==> src/rtl/conv_layer_sequencer.sv <==
// Per-layer controller: for each filter, runs the kernel loader, then the convolution engine.
// It also muxes the shared BRAM read port. Defining SEQ_WATCHDOG_EN adds a wait-state watchdog and a sticky ERROR state.
module conv_layer_sequencer #(
    parameter int BRAM_ADDR_WIDTH  = 10,
    parameter int FILTER_CNT_WIDTH = 4,
    parameter int WDOG_CYCLES      = 4096
) (
    input  logic                        i_clk,
    input  logic                        i_rst,
    input  logic                        i_start,
    input  logic [FILTER_CNT_WIDTH-1:0] i_num_filters,
    input  logic [5:0]                  i_kernel_size,
    input  logic [BRAM_ADDR_WIDTH-1:0]  i_kernel_base_addr,
    output logic                        o_kload_start,
    output logic [5:0]                  o_kload_size,
    output logic [BRAM_ADDR_WIDTH-1:0]  o_kload_addr,
    input  logic                        i_kload_done,
    input  logic [BRAM_ADDR_WIDTH-1:0]  i_kload_bram_addr,
    output logic                        o_conv_start,
    input  logic                        i_conv_done,
    input  logic [BRAM_ADDR_WIDTH-1:0]  i_conv_bram_addr,
    output logic [BRAM_ADDR_WIDTH-1:0]  o_bram_addr,
    output logic [1:0]                  o_bram_owner,
    output logic [FILTER_CNT_WIDTH-1:0] o_filter_idx,
    output logic                        o_busy,
    output logic                        o_done,
    output logic                        o_error
);

    if (WDOG_CYCLES < 2) begin : g_bad_wdog
        $error("conv_layer_sequencer: WDOG_CYCLES must be at least 2");
    end

    typedef enum logic [2:0] {
        S_IDLE,
        S_LOAD_START,
        S_LOAD_WAIT,
        S_CONV_START,
        S_CONV_WAIT,
        S_NEXT,
        S_DONE
`ifdef SEQ_WATCHDOG_EN
        , S_ERROR
`endif
    } state_t;

    state_t                      state_q, state_d;
    logic [5:0]                  size_q, size_d;
    logic [FILTER_CNT_WIDTH-1:0] count_q, count_d;
    logic [BRAM_ADDR_WIDTH-1:0]  addr_q, addr_d;
    logic [FILTER_CNT_WIDTH-1:0] idx_q, idx_d;
    logic                        kdone_q, cdone_q;
    logic                        kload_evt, conv_evt;

    assign kload_evt = i_kload_done & ~kdone_q;
    assign conv_evt  = i_conv_done & ~cdone_q;

`ifdef SEQ_WATCHDOG_EN
    localparam int WDOG_W = $clog2(WDOG_CYCLES);
    localparam logic [WDOG_W-1:0] WDOG_LAST = WDOG_W'(WDOG_CYCLES - 1);
    logic [WDOG_W-1:0] wdog_q, wdog_d;
    logic              wdog_hit;

    assign wdog_hit = (wdog_q == WDOG_LAST);
`endif

    always_ff @(posedge i_clk or posedge i_rst) begin
        if (i_rst) begin
            state_q <= S_IDLE;
            size_q  <= '0;
            count_q <= '0;
            addr_q  <= '0;
            idx_q   <= '0;
            kdone_q <= 1'b0;
            cdone_q <= 1'b0;
`ifdef SEQ_WATCHDOG_EN
            wdog_q  <= '0;
`endif
        end else begin
            state_q <= state_d;
            size_q  <= size_d;
            count_q <= count_d;
            addr_q  <= addr_d;
            idx_q   <= idx_d;
            kdone_q <= i_kload_done;
            cdone_q <= i_conv_done;
`ifdef SEQ_WATCHDOG_EN
            wdog_q  <= wdog_d;
`endif
        end
    end

    always_comb begin
        state_d = state_q;
        size_d  = size_q;
        count_d = count_q;
        addr_d  = addr_q;
        idx_d   = idx_q;
        case (state_q)
            S_IDLE: begin
                if (i_start) begin
                    size_d  = i_kernel_size;
                    count_d = i_num_filters;
                    addr_d  = i_kernel_base_addr;
                    idx_d   = '0;
                    state_d = (i_num_filters == '0) ? S_DONE : S_LOAD_START;
                end
            end
            S_LOAD_START: state_d = S_LOAD_WAIT;
            S_LOAD_WAIT: begin
                if (kload_evt) state_d = S_CONV_START;
`ifdef SEQ_WATCHDOG_EN
                else if (wdog_hit) state_d = S_ERROR;
`endif
            end
            S_CONV_START: state_d = S_CONV_WAIT;
            S_CONV_WAIT: begin
                if (conv_evt) state_d = S_NEXT;
`ifdef SEQ_WATCHDOG_EN
                else if (wdog_hit) state_d = S_ERROR;
`endif
            end
            S_NEXT: begin
                if (idx_q == count_q - FILTER_CNT_WIDTH'(1)) begin
                    state_d = S_DONE;
                end else begin
                    idx_d   = idx_q + FILTER_CNT_WIDTH'(1);
                    // Address wraps silently at the top of BRAM.
                    addr_d  = addr_q + BRAM_ADDR_WIDTH'(size_q);
                    state_d = S_LOAD_START;
                end
            end
            S_DONE: state_d = S_IDLE;
            default: state_d = state_q;
        endcase
    end

`ifdef SEQ_WATCHDOG_EN
    // Cleared on entry to a wait state, counts while waiting, holds elsewhere.
    always_comb begin
        wdog_d = wdog_q;
        if ((state_d == S_LOAD_WAIT || state_d == S_CONV_WAIT) && state_d != state_q)
            wdog_d = '0;
        else if (state_q == S_LOAD_WAIT || state_q == S_CONV_WAIT)
            wdog_d = wdog_q + WDOG_W'(1);
    end
`endif

    always_comb begin
        o_kload_start = 1'b0;
        o_conv_start  = 1'b0;
        o_done        = 1'b0;
        o_busy        = (state_q != S_IDLE);
        o_error       = 1'b0;
        o_bram_addr   = '0;
        o_bram_owner  = 2'b00;
        case (state_q)
            S_LOAD_START, S_LOAD_WAIT: begin
                o_kload_start = (state_q == S_LOAD_START);
                o_bram_addr   = i_kload_bram_addr;
                o_bram_owner  = 2'b01;
            end
            S_CONV_START, S_CONV_WAIT: begin
                o_conv_start  = (state_q == S_CONV_START);
                o_bram_addr   = i_conv_bram_addr;
                o_bram_owner  = 2'b10;
            end
            S_DONE: o_done = 1'b1;
`ifdef SEQ_WATCHDOG_EN
            S_ERROR: o_error = 1'b1;
`endif
            default: ;
        endcase
    end

    assign o_kload_size = size_q;
    assign o_kload_addr = addr_q;
    assign o_filter_idx = idx_q;

endmodule

==> config.mk <==
export PLATFORM = sky130hd
export DESIGN_NAME = conv_layer_sequencer
export DESIGN_NICKNAME = d
export VERILOG_FILES = /design/src/rtl/conv_layer_sequencer.sv
export SDC_FILE = /design/constraint.sdc
export NUM_CORES = 1
export LEC_CHECK = 0
export ABC_CLOCK_PERIOD_IN_PS = 1990
export CAP_MARGIN = 20
export CORE_UTILIZATION = 30
export DETAILED_ROUTE_END_ITERATION = 12
export HOLD_SLACK_MARGIN = 0.06
export PLACE_DENSITY_LB_ADDON = 0.25
export REMOVE_ABC_BUFFERS = 1
export SETUP_SLACK_MARGIN = 0.1
export SYNTH_ARGS = -nofsm -noshare
export SYNTH_HDL_FRONTEND = slang
export SYNTH_SLANG_ARGS = --single-unit
==> constraint.sdc <==
create_clock -name i_clk -period 1.99 [get_ports i_clk]
set_clock_uncertainty 0.1 [all_clocks]
set_input_delay 0.4975 -clock i_clk [delete_from_list [all_inputs] [get_ports i_clk]]
set_output_delay 0.4975 -clock i_clk [all_outputs]
set_load 0.005 [all_outputs]
# [Word level (Yosys, flattened, before mapping)]
# Cells that the tools add are included.
[word_totals] regBits=29 out_inout_bits=37
[classes] reduce_logical=10 bitwise=4 muxes=17 n_addsub=3 n_eq_ne=11
[ops] cell="$pmux 10 s2" n=2
[ops] cell="$pmux 3 s7" n=1
[ops] cell="$mux 10" n=2
[ops] cell="$mux 3" n=5
[ops] cell="$add 10x6->10" n=1
[ops] cell="$eq 3x3->1 const B" n=3
[ops] cell="$mux 4" n=2
[ops] cell="$ne 2x2->1 const B" n=4
[ops] cell="$pmux 4 s2" n=1
[ops] cell="$reduce_bool 7->1" n=1
[ops] cell="$eq 3x2->1 const B" n=2
[ops] cell="$add 4x1->4 const B" n=1
[ops] cell="$eq 4x4->1" n=1
[ops] cell="$logic_not 4->1" n=1
[ops] cell="$pmux 2 s2" n=1
[ops] cell="$reduce_and 4->1" n=1
[ops] cell="$reduce_or 2->1" n=2
[ops] cell="$sub 4x1->4 const B" n=1
[ops] cell="$eq 3x1->1 const B" n=1
[ops] cell="$logic_not 3->1" n=1
[ops] cell="$mux 1" n=3
[ops] cell="$reduce_and 3->1" n=1
[ops] cell="$reduce_bool 3->1" n=1
[ops] cell="$and 1x1->1" n=2
[ops] cell="3 further kinds" n=4

# [Depth between registers and ports, before layout]
[logic_depth] depth_word=4 ltp_mapped=7

# [Worst setup path after synthesis]
# Ideal clock, no wire load.
[synth_path] kind="register to register" from="register size_q[0], in the netlist o_kload_size[0]" to="register addr_q[8], in the netlist o_kload_addr[8]" synth_period_minus_slack_ns=2.138 n_path_buf=0 setup_time_ns=0.101 t_arrival_ns=1.937 path_slack_ns=-0.148 stages_incl_launch_ff=8 t_required_ns=1.789 cell_sequence="dfrtp_1 ha_1 fa_1 a211oi_1 o21bai_1 a21oi_1 nor4_1 nor4_1"
[synth_via] elab_chain_cells=3
[synth_lines] item="start, declared" line="48" source="logic [5:0] size_q, size_d;"
[synth_lines] item="start signal, assigned" line="81" source="size_q <= size_d;"
[synth_lines] item="$add 10x6->10" line="129" source="addr_d = addr_q + BRAM_ADDR_WIDTH'(size_q);"
[synth_lines] item="$mux 10" line="124" source="if (idx_q == count_q - FILTER_CNT_WIDTH'(1)) begin"
[synth_lines] item="$pmux 10 s2" line="99" source="case (state_q)"
[synth_lines] item="end signal, assigned" line="83" source="addr_q <= addr_d;"
[synth_lines] item="end, declared" line="50" source="logic [BRAM_ADDR_WIDTH-1:0] addr_q, addr_d;"
# No other way between the ends. The select of a mux whose other input is x is not followed.
# A chain may end at the register's enable or synchronous reset.

# [Final worst setup path]
[layout_path] from="register state_q[1]" to="output port o_bram_addr[6]"
[layout_via] elab_chain_cells=3 elab_cells_between_ends=7 classes_between="4 x eq/ne; 1 x mux; 2 x reduce/logical"
[layout_lines] item="start, declared" line="47" source="state_t state_q, state_d;"
[layout_lines] item="start signal, assigned" line="80" source="state_q <= state_d;"
[layout_lines] item="$eq 3x2->1 (tied with other cells)" line="157" source="case (state_q)"
[layout_lines] item="$reduce_or 2->1" line="157"
[layout_lines] item="$pmux 10 s2 *" line="157"
[layout_lines] item="end, declared" line="22" source="output logic [BRAM_ADDR_WIDTH-1:0] o_bram_addr,"
# Every way passes the cells marked *; elsewhere a longest branch is shown, timed or not.

==> impl_results.md <==
- Status: complete, but fails checks
- Failing checks: negative setup slack
- Multi-input gate area: 1370 µm²
- Slew Viols, Final: 0
- Die X: 82.56 µm
- P_leak: 1.659 nW
- Clock sinks: 29
- Synth unique cells: 51
- Die ar.: 6815 µm²
- CTS tree: yes
- Initial antenna violation count: 0
- Cts hold-fix bufs: 0
- Sequential Power Share: 0.189
- I/O Pins: 82
- Fmax: 473.0 MHz
- Synth Cell Area: 1947 µm²
- First-pass GRT wire length: 9218 µm
- Flops & latches, synth: 29
- Die Height: 82.56 µm
- Largest net degree at the start of global routing: 30
- ANT nets after route: 0
- DRC Markers: 0
- N_diodes: 0
- Cts bufs inserted: 5
- Post-synth EDFFs: 0
- WS Path Type: register to primary output
- Sw frac: 0.3940
- Gr usage total: 0.1814
- Comb power frac: 0.735
- CTS Root Cell: clkbuf_8
- Synth Area in Compound Gates: 0.1947
- MaxCap Viol Count: 0
- Hold Crit Class: register to register
- Final hold vios: 0
- P_int: 3.703 mW
- Peak VDD IR: 753.6 µV
- Adder-cell share of the synthesized area: 0.06170
- CTS HTree Levels: 2
- Pwr Density: 1706 nW/µm²
- Synth Area in Simple Gates: 0.2262
- Post-Syn Instances: 213
- Routability cong.: 0.8608
- Via-per-instance ratio: 4.970
- Clock Latency Late Sink: 0.28 ns
- Share of cells above drive strength 1: 0.3814
- Setup TNS Final: -0.9504 ns
- WHS: 0.4197 ns
- Final worst-path cycle share: 1.062
- Prevailing post-synth register cell: dfrtp_1
- Port Buf Inserts: 80
- Final net count: 407
- Setup crit end kind: primary output
- Row Count: 28
- Ys Warns: 0
- Avg Cell Area, Syn: 9.140 µm²
- HPWL Detailed: 4301 µm
- Multiplexer share of the synthesized area: 0.05720
- Vias: 2,132
- Power share of the clock group: 0.076
- CORE AREA: 6096 µm²
- Worst Path Arrival: 1.52 ns
- R2r setup slk: -0.04 ns
- Crit path required time: 1.39 ns
- Area grow syn2layout: 84.00%
- Initial Utilization: 0.3194
- Xor/xnor share of the synthesized area: 0.04692
- CP max FO: 5
- Sequential area share after synthesis: 0.3728
- Main combinational cell family by area after synthesis: simple AND/OR/NAND/NOR gates
- NetSw: 2.408 mW
- Final setup fails: 14
- Drt total wl: 6178 µm
- Max Root-Sink Buffers: 2
- Worst-path clk slew: 0.06 ns
- Setup Slack @ Placement: -0.2459 ns
- Setup ws final: -0.1240 ns
- Total power draw: 6.111 mW
- Min Tclk post-route: 2.114 ns
- DRT iter0 DRCs: 72
- Worst setup SP type: register
- Avg WL per Cell: 14.40 µm
- Fill cells: 558
- GR Overflow Total: 0
- Vias in the first global route: 1,997
- RSZ-0062 raised after global routing: true
- FF+latch area: 733.2 µm²
- 1st-pass router iterations: 4
- Post-synth ARST share: 1.000
- Util after Layout: 0.5876
-- synthesized netlist by cell type, drive strengths merged (2+ instances only) --
cell | number | area share
nand2 | 41 | 0.083
dfrtp | 29 | 0.37
o21ai | 13 | 0.035
a21oi | 10 | 0.026
a22o | 10 | 0.045
nor3 | 10 | 0.033
ha | 8 | 0.051
inv | 8 | 0.015
nor2 | 8 | 0.015
mux2 | 7 | 0.052
nand3 | 6 | 0.018
buf | 5 | 0.013
clkbuf | 5 | 0.0096
a21o | 4 | 0.015
xor2 | 4 | 0.018
a211oi | 3 | 0.012
nand2b | 3 | 0.0096
nand3b | 3 | 0.012
o21a | 3 | 0.012
or4 | 3 | 0.012
xnor2 | 3 | 0.017
and3 | 2 | 0.0064
nor3b | 2 | 0.0077
nor4 | 2 | 0.0064
o31ai | 2 | 0.0077
or3 | 2 | 0.0064
-- metrics by stage --
stage	area, µm²	cells
2_1_floorplan	1902	203
3_3_place_gp	3127	402
3_5_place_dp	3127	402
4_1_cts	3473	428
5_1_grt	3582	429
6_report	3582	429
-- cells in the final DEF, fill, tap and decap left out, types with 3 or more instances in the layout --
| master | synthesis | routed |
|---|---|---|
| nand3_1 | 5 | 5 |
| buf_2 | 3 | 11 |
| nor3_4 | 0 | 3 |
| buf_4 | 1 | 43 |
| ha_4 | 0 | 3 |
| clkdlybuf4s50_1 | 0 | 59 |
| o21ai_0 | 12 | 10 |
| clkbuf_8 | 0 | 5 |
| buf_6 | 0 | 21 |
| xor2_1 | 4 | 3 |
| nand2_1 | 40 | 39 |
| ha_1 | 8 | 4 |
| mux2_4 | 6 | 6 |
| a21oi_1 | 10 | 7 |
| or4_1 | 3 | 3 |
| nand3b_1 | 3 | 3 |
| nor3_2 | 3 | 3 |
| a21o_1 | 4 | 3 |
| dfrtp_2 | 0 | 6 |
| dfrtp_1 | 29 | 23 |
| dlygate4sd2_1 | 0 | 4 |
| inv_1 | 8 | 6 |
| a22o_1 | 10 | 10 |
| clkbuf_1 | 5 | 3 |
| nor2_1 | 8 | 6 |
| nor3_1 | 7 | 4 |
-- sequential cells by signal (all words and copies together), names as in the netlist --
| name | flops |
|---|---|
| state_q | 3 |
| o_kload_addr | 10 |
| o_filter_idx | 4 |
| cdone_q | 1 |
| kdone_q | 1 |
| count_q | 4 |
| o_kload_size | 6 |
-- final timing paths --
path	from	end	depth (start not counted)
hold reg to reg	o_kload_size[5]	o_kload_size[5]	2
setup / recovery	state_q[1]	o_bram_addr[6]	7
max in group asynchronous	i_rst	o_filter_idx[1]	3
setup reg to reg	o_kload_addr[0]	o_kload_addr[6]	8
hold / removal	o_kload_size[5]	o_kload_size[5]	2
min in group asynchronous	i_rst	o_kload_addr[0]	3
-- cell type report --
cell class,count,share of cell area
tap,75,0.02620
inverter,8,0.008383
multi-input combinational,167,0.3825
timing repair buffer,142,0.3559
clock buffer,8,0.02235
sequential,29,0.2047
-- cells by family (layout without fill, tap and decap cells) --
group,Yosys count,in the layout
simple gates,86,86
flops,29,29
other cells,1,1
xor+xnor,8,8
compound gates,54,55
mux,8,8
buf+inv,18,158
fa+ha+maj,9,9
-- power by group through the flow --
stage / Clock, mW / Sequential, mW / Combinational, mW
after global placement: 0 / 1.09 / 3.61
after floorplan: 0 / 1.14 / 1.75
after CTS: 0.475 / 1.12 / 4.22
after detailed placement: 0 / 1.09 / 3.65
after global routing: 0.500 / 1.19 / 4.91
final: 0.463 / 1.15 / 4.49
-- worst max-delay path, stage by stage (launching register included) --
cell	delay, ns
dfrtp_2	0.44
buf_6	0.13
nand2b_4	0.06
a21oi_4	0.06
buf_6	0.13
buf_6	0.11
a22o_1	0.20
buf_2	0.12
-- layer usage --
layer / part of all wire / vias to the layer above / global-route usage
met5: 0 / - / 0
met3: 0.079 / 7 / 0.04066
li1: - / 1047 / -
met1: 0.43 / 1005 / 0.2272
met4: 0.012 / 0 / 0.05862
met2: 0.48 / 73 / 0.3083
-- repair_timing --
item,in CTS,in global routing
cloned,2,0
setup endpoints to repair,30,37
buffers inserted,16,3
gates resized for setup,104,30
pin swaps,29,21
Power figures use the tool's default switching activity.
